$ cat src/rtl/sum_block_if.sv
// Handshake bundle between the adder stage, the block accumulator and its consumer.
interface sum_block_if #(
  parameter int IN_W  = 16,
  parameter int ACC_W = 24
);
  logic             in_valid;
  logic             in_ready;
  logic [IN_W-1:0]  in_sum;
  logic             in_cout;
  logic             out_valid;
  logic             out_ready;
  logic [ACC_W-1:0] out_data;
  logic             out_ovf;

  modport master (output in_valid, in_sum, in_cout, out_ready,
                  input  in_ready, out_valid, out_data, out_ovf);
  modport slave  (input  in_valid, in_sum, in_cout, out_ready,
                  output in_ready, out_valid, out_data, out_ovf);
endinterface

$ cat src/rtl/sum_block_accumulator.sv
// Sums BLOCK_LEN unsigned {cout,sum} samples into a saturating total and
// hands each finished block out over a one-deep valid/ready register.
module sum_block_accumulator #(
  parameter int IN_W      = 16,
  parameter int ACC_W     = 24,
  parameter int BLOCK_LEN = 8
) (
  input logic         clk,
  input logic         reset,
  input logic         clear,
  sum_block_if.slave  bus
);
  localparam int CNT_W = $clog2(BLOCK_LEN);
  localparam logic [CNT_W-1:0] LAST = CNT_W'(BLOCK_LEN - 1);

  typedef enum logic {EMPTY, FULL} state_t;

  state_t           state, state_nxt;
  logic [ACC_W-1:0] acc, acc_nxt, out_data_q;
  logic [CNT_W-1:0] cnt;
  logic             ovf, out_ovf_q;
  logic [ACC_W:0]   sum_ext;
  logic             sat, last, accept, last_acc, take, load;

  // One spare bit catches the carry that signals saturation.
  assign sum_ext  = {1'b0, acc} + (ACC_W+1)'({bus.in_cout, bus.in_sum});
  assign sat      = sum_ext[ACC_W];
  assign acc_nxt  = sat ? '1 : sum_ext[ACC_W-1:0];

  assign last     = (cnt == LAST);
  assign take     = bus.out_valid & bus.out_ready;
  // Only the closing beat of a block has to wait for the output slot.
  assign bus.in_ready = !reset && !clear && !(last && bus.out_valid && !bus.out_ready);
  assign accept   = bus.in_valid & bus.in_ready;
  assign last_acc = accept & last;

  assign bus.out_valid = (state == FULL);
  assign bus.out_data  = out_data_q;
  assign bus.out_ovf   = out_ovf_q;

  always_comb begin
    state_nxt = state;
    load      = 1'b0;
    case (state)
      EMPTY: if (last_acc) begin
        state_nxt = FULL;
        load      = 1'b1;
      end
      FULL: begin
        if (last_acc) begin
          state_nxt = FULL;
          load      = 1'b1;
        end else if (take) begin
          state_nxt = EMPTY;
        end
      end
      default: state_nxt = EMPTY;
    endcase
  end

  always_ff @(posedge clk) begin
    if (reset) begin
      state      <= EMPTY;
      acc        <= '0;
      cnt        <= '0;
      ovf        <= 1'b0;
      out_data_q <= '0;
      out_ovf_q  <= 1'b0;
    end else begin
      state <= state_nxt;
      if (load) begin
        out_data_q <= acc_nxt;
        out_ovf_q  <= ovf | sat;
      end
      if (clear) begin
        acc <= '0;
        cnt <= '0;
        ovf <= 1'b0;
      end else if (accept) begin
        if (last) begin
          acc <= '0;
          cnt <= '0;
          ovf <= 1'b0;
        end else begin
          acc <= acc_nxt;
          cnt <= cnt + CNT_W'(1);
          ovf <= ovf | sat;
        end
      end
    end
  end
endmodule
$ cat src/flat_wrapper.sv
// flat-port wrapper written by rule: the top's interface ports become plain ports
module sum_block_accumulator_flat 
#(
  parameter int IN_W      = 16,
  parameter int ACC_W     = 24,
  parameter int BLOCK_LEN = 8
)
  (clk, reset, clear, bus_in_valid, bus_in_sum, bus_in_cout, bus_out_ready, bus_in_ready, bus_out_valid, bus_out_data, bus_out_ovf);
  sum_block_if #(.IN_W(IN_W), .ACC_W(ACC_W)) bus_i ();
  input logic clk;
  input logic reset;
  input logic clear;
  input wire logic [$bits(bus_i.in_valid)-1:0] bus_in_valid;
  input wire logic [$bits(bus_i.in_sum)-1:0] bus_in_sum;
  input wire logic [$bits(bus_i.in_cout)-1:0] bus_in_cout;
  input wire logic [$bits(bus_i.out_ready)-1:0] bus_out_ready;
  output wire logic [$bits(bus_i.in_ready)-1:0] bus_in_ready;
  output wire logic [$bits(bus_i.out_valid)-1:0] bus_out_valid;
  output wire logic [$bits(bus_i.out_data)-1:0] bus_out_data;
  output wire logic [$bits(bus_i.out_ovf)-1:0] bus_out_ovf;
  assign bus_i.in_valid = bus_in_valid;
  assign bus_i.in_sum = bus_in_sum;
  assign bus_i.in_cout = bus_in_cout;
  assign bus_i.out_ready = bus_out_ready;
  assign bus_in_ready = bus_i.in_ready;
  assign bus_out_valid = bus_i.out_valid;
  assign bus_out_data = bus_i.out_data;
  assign bus_out_ovf = bus_i.out_ovf;
  sum_block_accumulator #(.IN_W(IN_W), .ACC_W(ACC_W), .BLOCK_LEN(BLOCK_LEN)) u_core (.clk(clk), .reset(reset), .clear(clear), .bus(bus_i));
endmodule
$ cat config.mk
export PLATFORM = sky130hd
export DESIGN_NAME = sum_block_accumulator_flat
export DESIGN_NICKNAME = d
export VERILOG_FILES = /design/src/rtl/sum_block_if.sv /design/src/rtl/sum_block_accumulator.sv /design/src/flat_wrapper.sv
export SDC_FILE = /design/constraint.sdc
export NUM_CORES = 1
export LEC_CHECK = 0
export BUFFER_PORTS_ARGS = -buffer_cell sky130_fd_sc_hd__buf_4
export CAP_MARGIN = 20
export CORE_MARGIN = 5
export CORE_UTILIZATION = 55
export CTS_BUF_LIST = sky130_fd_sc_hd__clkbuf_8
export DETAILED_ROUTE_END_ITERATION = 7
export PLACE_DENSITY = 0.78
export SYNTH_ARGS = -nofsm -noshare
export SYNTH_HDL_FRONTEND = slang
export SYNTH_SLANG_ARGS = --single-unit
$ cat constraint.sdc
create_clock -name clk -period 3.4 [get_ports clk]
set_input_delay 0.34 -clock clk [delete_from_list [all_inputs] [get_ports clk]]
set_output_delay 0.34 -clock clk [all_outputs]
set_load 0.1 [all_outputs]
==> impl_metrics.ini <==
[global_routing]
track_usage = 0.2171
grt_max_degree = 42
grt_first_pass_wirelength_um = 12830
number_of_global_route_vias_before_repair = 2673
initial_antenna_violation_count = 0
global_route.overflow_total = 0

[synth]
synth_area_per_cell_sq_um = 8.247
syn_inst = 367
yosys_warnings = 0
postSynth.topFlopCell = dfxtp_1
synth_area_leaders = dfxtp_1 (36%), ha_1 (7.9%), a21oi_1 (5.5%), nor2_1 (5.5%), nand2_1 (4.8%)
ys_seq_elements = 54
synth_sequential_area_ratio = 0.3572
library_cell_occupying_the_most_area_in_the_post_synthesis_netlist = dfxtp_1
async_reset_ff_frac = 0
synth_enable_flop_cells = 0
synth.net_count = 409
yosysTopAreaCellShare = 0.3572
post-synth-top-count-cell = dfxtp_1
ys_top_cells_by_count = dfxtp_1 (54), nor2_1 (44), nand2_1 (39), a21oi_1 (33), ha_1 (19)
synth_cell_type_count = 49
syn-cell-area_sq_mm = 0.003027

[placed_design]
routabilityCongestion = 0.8632
placed_cells = 470
io_buffers = 48
dp_slack_ns = 0.4655
detailedPlacementHpwl_um = 5605

[route]
ant_nets = 0
drt-vias-per-instance = 5.904
met3_wirelength_um = 420
wl_per_cell_um = 15.98
drt_pass1_iterations = 6
dr_wl_met2_um = 3559
num_vias = 2816
routed.top_layer = met4
routed_wl_um = 7622
wl_met1_um = 3431
residual_drc = 0
detail_route.iter0.violations = 170

[sta]
highest_attainable_clock_frequency_mhz = 359.2
unrepaired_setup_endpoints_after_global_routing = no
timing.final.ws_setup_ns = 0.6162
timing.slew.headroom = 0.4857
final.setup_skew_ns = 0.008548
setup_total_negative_slack_ns = 0
layout_worst_path_cycle_share = 0.8188
min_cycle_time_layout_ns = 2.784
tightestPinTransition_ns = 0.7687
final_max_slew_viol_count = 0
report.final.setup_viol = 0
finalHoldViolations = 0

[setup_path]
worst_r2r_startpoint = u_core.acc[0]$_SDFFE_PP0N_
worst-r2r-setup-slack_ns = 0.62
path_max_fanout = 17
endpoint_kind = flip-flop
worstRegToRegCells = 9
crit-reg2reg-capture = u_core.bus.out_data[23]$_SDFFE_PP0P_
cp.required_ns = 3.59
worstPathArrival_ns = 2.98
start_to_end_type_of_the_worst_setup_path = reg -> reg
cp-start-kind = flip-flop

[final_layout]
antenna-diode-count = 0
area_growth_pct = 16.16
nNetsFinal = 447
drive_above_1_share = 0.1778
utilization = 0.6464
instances_no_fill = 477

[floorplan]
initial_utilization = 0.5565
fp.dieW_um = 84.18
design.core.area_sq_mm = 0.005439
die-height_um = 84.18
die-area_sq_mm = 0.007086
placement_rows = 27
pin_count = 49

[clock_tree]
cts_root_buffer = clkbuf_8
post-cts-setup-buffers = 0
tritoncts_buffer_count = 5
clock_insertion_delay_worst_skew_ns = 0.31
cts.reportedPaths.clkPinSlew_ns = 0.10
post_cts.resized_instances = 0
clock-sinks = 54
cts_hold_buf = 0
cts_max_path_buffers = 2
cts_tree = built
h-tree-depth = 2

[power]
post-layout-total-power_uw = 1308
pwr-share-clk = 0.329
cellPowerDensity_mw_per_mm2 = 372.0
p_sw_uw = 358.3
power.combinational.fraction = 0.173
power.share.switching = 0.2739
power.leakage_uw = 0.001459
p_int_uw = 949.6
share_seq_of_total_power = 0.498
vdd.ir_drop.worst_v = 0.0002348

[min_path]
holdCritStartpoint = bus_out_ready
hold-path-cell-count = 3
hold_path.class = in -> reg
min_delay_worst_endpoint = u_core.bus.out_valid$_SDFF_PP0_

[run_status]
outcome = finished clean

[run]
cap_violations = 0
## per-layer routing
layer,vias to the layer above,track usage
li1,1406,-
met1,1314,0.2859
met4,0,0.07164
met2,78,0.3580
met5,-,0
met3,18,0.04122
## worst max path at each step
| stage | from | end | slack, ns | cells past startpoint |
|---|---|---|---|---|
| floorplan | u_core.bus.out_valid$_SDFF_PP0_ | bus_in_ready | 0.64 | 2 |
| global placement | bus_in_sum[0] | u_core.bus.out_data[10]$_SDFFE_PP0P_ | 0.53 | 10 |
| detailed placement | bus_in_sum[0] | u_core.bus.out_data[23]$_SDFFE_PP0P_ | 0.47 | 10 |
| CTS | u_core.acc[0]$_SDFFE_PP0N_ | u_core.bus.out_data[23]$_SDFFE_PP0P_ | 0.61 | 9 |
| global route | u_core.acc[0]$_SDFFE_PP0N_ | u_core.bus.out_data[15]$_SDFFE_PP0P_ | 0.40 | 9 |
| finish | u_core.acc[0]$_SDFFE_PP0N_ | u_core.bus.out_data[23]$_SDFFE_PP0P_ | 0.62 | 9 |
## worst max-delay path: stages (launching register included)
cell and delay [ns]:
dfxtp_1 0.33, ha_1 0.20, fa_1 0.41, and3_1 0.21, nor2_1 0.17, o31a_1 0.31
o31ai_4 0.12, o21a_1 0.41, nor2_2 0.37, a211oi_1 0.13
## power by group through the flow
stage	logic (uW)	registers, uW	clock network [uW]
2_1_floorplan	163	664	0
3_3_place_gp	220	665	0
3_5_place_dp	222	665	0
4_1_cts	224	651	439
5_1_grt	251	652	466
6_report	226	651	431
## flip-flops by register name, indices dropped and copies added, names as in the netlist
register / flops
u_core.acc: 24
u_core.bus.out_data: 24
u_core.cnt: 3
u_core.bus.out_ovf: 1
u_core.bus.out_valid: 1
u_core.ovf: 1
## layout by cell type (no fill, tap or decap), drive strengths merged, types with 6 or more instances in the layout
master  netlist  final
dfxtp        54     54
nor3         11     11
nand4         6      6
xnor2        13     13
nand3         9      9
nand2        39     39
ha           19     19
a21o          7      7
nor2         45     45
a211oi       18     18
a21oi        36     36
o21ai        23     23
buf           9     52
xor2          6      6
## per-stage QoR
step	area, sq um	hold WS [ns]
2_1_floorplan	3027	0.4262
3_3_place_gp	3408	0.4393
3_5_place_dp	3408	0.4444
4_1_cts	3516	0.3481
5_1_grt	3516	0.3776
6_report	3516	0.3530
## cells by family (layout without fill, tap and decap cells)
kind of cell,Yosys count,after routing,share of synthesized area
multiplexers,2,2,0.006615
AND/OR/NAND/NOR,130,130,0.1951
AO/OA/AOI/OAI,117,117,0.2633
buffers and inverters,25,63,0.03762
XOR/XNOR,19,19,0.05498
flip-flops,54,54,0.3572
adder cells (fa/ha/maj),20,20,0.08516
## cell type report
| class | count | area [sq um] |
|---|---|---|
| Clock inverter | 2 | 38.79 |
| Clock buffer | 5 | 68.82 |
| Fill cell | 475 | 1923 |
| Tap cell | 72 | 90.09 |
| Sequential cell | 54 | 1081 |
| Inverter | 4 | 15.01 |
| Timing Repair Buffer | 52 | 390.4 |
| Multi-Input combinational cell | 288 | 1832 |
(Power assumes the default switching activity.)
